<file path="src/rtl/coin_key_debounce_pkg.sv">
// Shared constants for the coin-key debounce front end.
// Latency: n/a (declarations only).
// Backpressure: n/a.
package coin_key_debounce_pkg;

    localparam int CLK_FREQ       = 50_000_000;
    localparam int DEBOUNCE_MS    = 20;
    localparam int DEB_CYCLES_DEF = CLK_FREQ / 1000 * DEBOUNCE_MS;
    localparam int CNT_W_DEF      = 20;

    localparam logic [1:0] IDLE       = 2'd0;
    localparam logic [1:0] PRESS_WAIT = 2'd1;
    localparam logic [1:0] HELD       = 2'd2;
    localparam logic [1:0] REL_WAIT   = 2'd3;

    // The debounced level is high in both states that follow an accepted press.
    function automatic logic is_held(input logic [1:0] st);
        return (st == HELD) || (st == REL_WAIT);
    endfunction

endpackage

</file>
<file path="src/rtl/key_debounce_ch.sv">
// One key channel: 2-FF synchroniser, press/release debounce FSM and counter.
// Latency: strobe high in the cycle after edge E0+DEB_CYCLES+2 (E0 = first pin-low sample).
// Backpressure: none; strobe is a fire-and-forget single-cycle pulse.
module key_debounce_ch
    import coin_key_debounce_pkg::*;
#(
    parameter int DEB_CYCLES = DEB_CYCLES_DEF,
    parameter int CNT_W      = CNT_W_DEF
) (
    input  logic clk,
    input  logic rst_n,
    input  logic key_n,
    output logic strobe,
    output logic held
);

    localparam logic [CNT_W-1:0] CNT_MAX = CNT_W'(DEB_CYCLES - 1);

    logic [1:0]       sync_q;
    logic             s;
    logic [1:0]       state;
    logic [1:0]       state_nxt;
    logic [CNT_W-1:0] cnt;
    logic [CNT_W-1:0] cnt_nxt;
    logic             strobe_nxt;

    assign s = sync_q[1];

    always_comb begin
        state_nxt  = state;
        cnt_nxt    = cnt;
        strobe_nxt = 1'b0;
        case (state)
            IDLE: begin
                if (!s) begin
                    state_nxt = PRESS_WAIT;
                    cnt_nxt   = '0;
                end
            end
            PRESS_WAIT: begin
                if (s) begin
                    state_nxt = IDLE;
                    cnt_nxt   = '0;
                end else if (cnt == CNT_MAX) begin
                    state_nxt  = HELD;
                    cnt_nxt    = '0;
                    strobe_nxt = 1'b1;
                end else begin
                    cnt_nxt = cnt + 1'b1;
                end
            end
            HELD: begin
                if (s) begin
                    state_nxt = REL_WAIT;
                    cnt_nxt   = '0;
                end
            end
            REL_WAIT: begin
                // A return to low here is release bounce, not a new coin.
                if (!s) begin
                    state_nxt = HELD;
                    cnt_nxt   = '0;
                end else if (cnt == CNT_MAX) begin
                    state_nxt = IDLE;
                    cnt_nxt   = '0;
                end else begin
                    cnt_nxt = cnt + 1'b1;
                end
            end
            default: begin
                state_nxt = IDLE;
                cnt_nxt   = '0;
            end
        endcase
    end

    always_ff @(posedge clk or negedge rst_n) begin
        if (!rst_n) begin
            sync_q <= 2'b11;
            state  <= IDLE;
            cnt    <= '0;
            strobe <= 1'b0;
            held   <= 1'b0;
        end else begin
            sync_q <= {sync_q[0], key_n};
            state  <= state_nxt;
            cnt    <= cnt_nxt;
            strobe <= strobe_nxt;
            held   <= is_held(state_nxt);
        end
    end

endmodule

</file>
<file path="src/rtl/coin_key_debounce.sv">
// Coin-button front end: two debounced channels plus a key1-priority output arbiter.
// Latency: key1/key2 high in the cycle after edge E0+DEB_CYCLES+3; a colliding key2 slips one cycle.
// Backpressure: none; a losing strobe waits in a depth-1 pending flag.
module coin_key_debounce
    import coin_key_debounce_pkg::*;
#(
    parameter int DEB_CYCLES = DEB_CYCLES_DEF,
    parameter int CNT_W      = CNT_W_DEF
) (
    input  logic       clk,
    input  logic       rst_n,
    input  logic       key1_n,
    input  logic       key2_n,
    output logic       key1,
    output logic       key2,
    output logic [1:0] key_held
);

    logic strobe1;
    logic strobe2;
    logic held1;
    logic held2;
    logic pend1;
    logic pend2;
    logic req1;
    logic req2;
    logic grant1;
    logic grant2;

    key_debounce_ch #(.DEB_CYCLES(DEB_CYCLES), .CNT_W(CNT_W)) u_ch1 (
        .clk    (clk),
        .rst_n  (rst_n),
        .key_n  (key1_n),
        .strobe (strobe1),
        .held   (held1)
    );

    key_debounce_ch #(.DEB_CYCLES(DEB_CYCLES), .CNT_W(CNT_W)) u_ch2 (
        .clk    (clk),
        .rst_n  (rst_n),
        .key_n  (key2_n),
        .strobe (strobe2),
        .held   (held2)
    );

    assign key_held = {held2, held1};

    // key1 always wins; strobes on one channel are far apart so one pending slot suffices.
    assign req1   = strobe1 | pend1;
    assign req2   = strobe2 | pend2;
    assign grant1 = req1;
    assign grant2 = req2 & ~req1;

    always_ff @(posedge clk or negedge rst_n) begin
        if (!rst_n) begin
            key1  <= 1'b0;
            key2  <= 1'b0;
            pend1 <= 1'b0;
            pend2 <= 1'b0;
        end else begin
            key1  <= grant1;
            key2  <= grant2;
            pend1 <= req1 & ~grant1;
            pend2 <= req2 & ~grant2;
        end
    end

endmodule

</file>
<file path="config.mk">
export PLATFORM = sky130hd
export DESIGN_NAME = coin_key_debounce
export DESIGN_NICKNAME = d
export VERILOG_FILES = /design/src/rtl/coin_key_debounce_pkg.sv /design/src/rtl/key_debounce_ch.sv /design/src/rtl/coin_key_debounce.sv
export SDC_FILE = /design/constraint.sdc
export NUM_CORES = 1
export LEC_CHECK = 0
export CORE_UTILIZATION = 45
export DETAILED_ROUTE_END_ITERATION = 8
export SLEW_MARGIN = 30
export SYNTH_ARGS = -nofsm -noshare
export SYNTH_HDL_FRONTEND = slang
export SYNTH_SLANG_ARGS = --single-unit
</file>
<file path="constraint.sdc">
create_clock -name clk -period 2.6 [get_ports clk]
set_input_delay 0.26 -clock clk [delete_from_list [all_inputs] [get_ports clk]]
set_output_delay 0.26 -clock clk [all_outputs]
set_load 0.005 [all_outputs]
</file>
# Yosys cells after proc, flatten, opt, wreduce, memory -nomap -nowiden
# Cells that the tools add are included.
# totals
reg_bits	55
input_bits	4
output_inout_bits	4
elab_cells	74
# op_classes
n_addsub	2
n_eq_ne	16
muxes	32
bitwise	5
reduce_logical	6
# ops
cell	count
2-to-1 mux 20 bit	10
one-hot mux 20 bit (4 select lines)	2
adder 20 x 1 -> 20 bit (second input constant)	2
equality test 20 bit (second input constant)	2
2-to-1 mux 2 bit	12
equality test 2 bit (second input constant)	8
one-hot mux 2 bit (4 select lines)	2
2-to-1 mux 1 bit	6
equality test 2 x 1 -> 1 bit (second input constant)	2
zero test 2 bit	2
!= test 2 x 1 -> 1 bit (second input constant)	2
!= test 2 bit (second input constant)	2
AND reduction 2 bit	2
AND 1 bit	2
logical OR 1 bit	2
inverter 1 bit	2
bitwise OR 1 bit	1

# Logic depth before layout (Yosys ltp)
# depth
depth_word	6
depth_mapped	8
ltp_nobuf	6

# Hierarchy
# Synthesis repeated with hierarchy kept, for this count alone.
# unflattened
hier_cells	273
hier_area_um2	2752.6
# by_module_without_submodules
mod	instances	cells_each	area_each_um2	seq_area_each_um2
key_debounce_ch	2	133	1322.5	653.1
coin_key_debounce	1	7	107.6	75.1

# Worst setup path after synthesis
# OpenSTA, ideal clock, no wires.
# synth_path
path_kind	reg2reg
startpoint	register u_ch2.cnt[0]
endpoint	register u_ch2.cnt[0]
setup_ps	125
t_arrival_ps	1842
required_time_ps	2475
slack_ps	633
path_stages_with_launch	8
n_path_buf	2
period_less_slack_ps	1967
cell_sequence	dfrtp_1 > ha_1 > nand4_2 > nor4_2 > a21oi_1 > buf_2 > buf_2 > mux2_2
# synth_between
elab_chain_cells	4
elab_cells_between_ends	6
classes_between	1 x add/sub; 1 x eq/ne; 4 x mux
# synth_lines
item	line	rtl
from (decl)	key_debounce_ch.sv:23	logic [CNT_W-1:0] cnt;
from (signal assigned)	key_debounce_ch.sv:87	cnt <= cnt_nxt;
adder 20 x 1 -> 20 bit or equality test 20 bit (tied branches)	n/a	
2-to-1 mux 20 bit (*)	key_debounce_ch.sv:44, key_debounce_ch.sv:63	
2-to-1 mux 20 bit (on tied branches)	key_debounce_ch.sv:60, key_debounce_ch.sv:41	
one-hot mux 20 bit (4 select lines) (*)	key_debounce_ch.sv:33	case (state)
# Mark *: on every way between the ends. The rest lies on a longest branch, timed or not.
# A chain may end at the register's enable or synchronous reset.

# Worst setup path in the final report
# layout_path
startpoint	register u_ch2.cnt[1]
endpoint	register u_ch2.cnt[17]
# The elaborated chain is that of the path after synthesis.

==> reports/results.txt <==
Clk slew on worst S/H paths - 0.10 ns
Outcome - completed
GPL Wtd Cong - 0.8033
Worst setup EP type - flop
Fin crit share - 0.8864
Final std cell area, no fill - 3003 um^2
Global route overflow - 0
Count leader, synth - dfrtp_1
Number of synthesized flops with an enable pin - 0
Final core utilization - 0.5072
Max_cap viols - 0
Slew HR - 0.4076
Cells after synthesis - 289
Setup TNS - 0 ns
Setup Fix Bufs, Post-CTS - 0
Wirelength per Cell - 14.86 um
Rows - 28
Via-to-Cell Ratio - 5.794
Synth Flop Type - dfrtp_1
Clock sink count - 55
Final Hold Fails - 0
Drt initial violations - 97
Worst-Skew Late Latency - 0.32 ns
Top post-synthesis cells by area - dfrtp_1 46%, a31oi_1 6.5%, nand2_1 5.1%
Part of the power in the clock network - 0.344
Placed cell area - 2908 um^2
Synth top cells by count - 51 x dfrtp_1, 38 x nand2_1, 29 x a31oi_1
CP max FO - 30
Final HPWL DP - 3650 um
Worst-Margin Slew - 0.8886 ns
# hold bufs at CTS - 0
Post-cts sizing count - 0
Max-slew violations - 0
Unrepaired setup endpoints after global routing - false
Die X - 80.55 um
Arrival time at the worst endpoint - 2.51 ns
HP Class - in -> async
WP data required - 2.81 ns
First-pass GRT wire length - 9418 um
Final Critical Period - 2.305 ns
Final Skew - 0.008918 ns
P_int - 1.089 mW
FF+latch count, synth - 55
Chip Height - 80.55 um
F_max - 433.9 MHz
Ys async rst share - 1.000
Share of post-route cells with drive strength above 1 - 0.1054
Finish-stage setup viols - 0
# DRC - 0
Port bufs - 7
Ant. Diodes - 0
Clock buffer depth - 2
Yosys cell types - 47
Initial antenna violation count - 0
PwrDens - 485.0 nW/um^2
Setup crit start kind - flop
Cell count after placement - 361
Power share of the sequential group - 0.603
Comb pwr share - 0.053
TritonCTS clock tree - yes
Final wirelength - 5482 um
Vias in the first global route - 1968
Sequential share of the synthesized area - 0.4975
# IOs - 8
Hold_ws - 0.05660 ns
Leakage power - 1.199 nW
CORE AREA - 5921 um^2
Clk root buf - clkbuf_8
Critical setup path kind - reg -> reg
Warnings from Yosys - 0
Gr usage total - 0.1878
Initial core utilization - 0.4689
Mapped Avg Cell Area - 9.607 um^2
Pin count of the biggest net entering global routing - 56
P_sw - 0.3671 mW
Syn nets - 295
Cell Count, Final, Fillers Out - 369
DRT Pass-1 Iters - 4
Die area - 6488 um^2
TritonCTS buffer count - 5
Post-synth top area cell - dfrtp_1
Final nets - 299
Synth-to-Final Area Change - 8.157%
Via Count - 2138
# H-tree levels - 2
Routed Antenna Nets - 0
Share of Yosys cell area claimed by the top area cell type - 0.4597
Switching Share - 0.2520
Max VDD drop - 0.2601 mV
Syn Std Cell Area - 2776 um^2
final cells by class:
class | count | area [um^2]
Fill cell | 543 | 2918
Tap cell | 75 | 93.84
Sequential cell | 55 | 1381
Multi-Input combinational cell | 214 | 1311
Clock buffer | 5 | 68.82
Inverter | 5 | 18.77
Timing Repair Buffer | 12 | 102.6
Clock inverter | 3 | 26.28
cell usage in the layout, fill, tap and decap left out, types with 3 or more instances in the layout:
| cell type | n |
|---|---|
| nand2b_1 | 8 |
| and3_1 | 6 |
| dfrtp_1 | 51 |
| nor3_1 | 7 |
| nand4_1 | 4 |
| a31oi_1 | 29 |
| nor4_2 | 3 |
| buf_4 | 5 |
| o21ai_0 | 16 |
| nor2_1 | 14 |
| nor2b_1 | 4 |
| nand2_1 | 38 |
| nor4_1 | 6 |
| inv_1 | 5 |
| clkdlybuf4s50_1 | 6 |
| a22o_1 | 4 |
| xnor2_1 | 4 |
| a21oi_1 | 12 |
| clkbuf_8 | 5 |
| nand3_1 | 18 |
| dfstp_2 | 4 |
| mux2i_1 | 3 |
| a41oi_1 | 6 |
worst paths after layout:
path,from,to,slack [ns],depth (start not counted)
worst min-delay path,rst_n,u_ch1.state[1],0.06,2
worst max register to register,u_ch2.cnt[1],u_ch2.cnt[17],0.30,6
worst min register to register,u_ch1.sync_q[0],u_ch1.sync_q[1],0.36,0
worst max-delay path,u_ch2.cnt[1],u_ch2.cnt[17],0.30,6
max in group asynchronous,rst_n,u_ch2.cnt[10],2.08,2
min in group clk,key1_n,u_ch1.sync_q[0],0.34,1
power by group through the flow:
| stage | sequential (mW) | clock, mW | combinational [mW] |
|---|---|---|---|
| after floorplan | 0.892 | 0 | 0.0477 |
| after global placement | 0.894 | 0 | 0.0774 |
| after detailed placement | 0.894 | 0 | 0.0794 |
| after CTS | 0.878 | 0.516 | 0.0800 |
| after global routing | 0.880 | 0.554 | 0.0895 |
| final | 0.878 | 0.501 | 0.0779 |
worst max-delay path, cell delays in order, from the launching register on:
cell and delay [ns]:
dfrtp_1 0.41, ha_1 0.26, nand4_2 0.25, nor4_2 0.49, a21oi_4 0.28, and3_1 0.25, a221o_1 0.26
per-layer routing:
layer  global-route usage  part of all wire  up-vias
li1                     -                 -     1085
met1               0.2816              0.55     1014
met2               0.2653              0.41       31
met3              0.03409             0.025        8
met4              0.06964             0.014        0
met5                    0                 0        -
state kept, by name (all words and copies together) (netlist names), 2 cells and up:
register      flops
u_ch1.cnt        20
u_ch2.cnt        20
u_ch1.state       2
u_ch1.sync_q      2
u_ch2.state       2
u_ch2.sync_q      2
stage by stage:
step	total power, mW	setup slack, ns
final	1.456	0.2954
after global routing	1.523	0.06312
after CTS	1.474	0.2713
after detailed placement	0.9732	0.3103
after global placement	0.9709	0.2825
after floorplan	0.9397	0.6334
logic make-up (layout without fill, tap and decap cells):
kind of cell / count (synthesis) / count (layout) / synth area share
and+or+nand+nor: 125 / 125 / 0.2488
AOI/OAI and AO/OA: 78 / 78 / 0.1789
DFF: 55 / 55 / 0.4975
buffers and inverters: 20 / 25 / 0.03425
muxes: 5 / 5 / 0.01893
xor gates and xnor gates: 4 / 4 / 0.01262
adders and majority gates: 2 / 2 / 0.009012
Power figures use the tool's default switching activity.
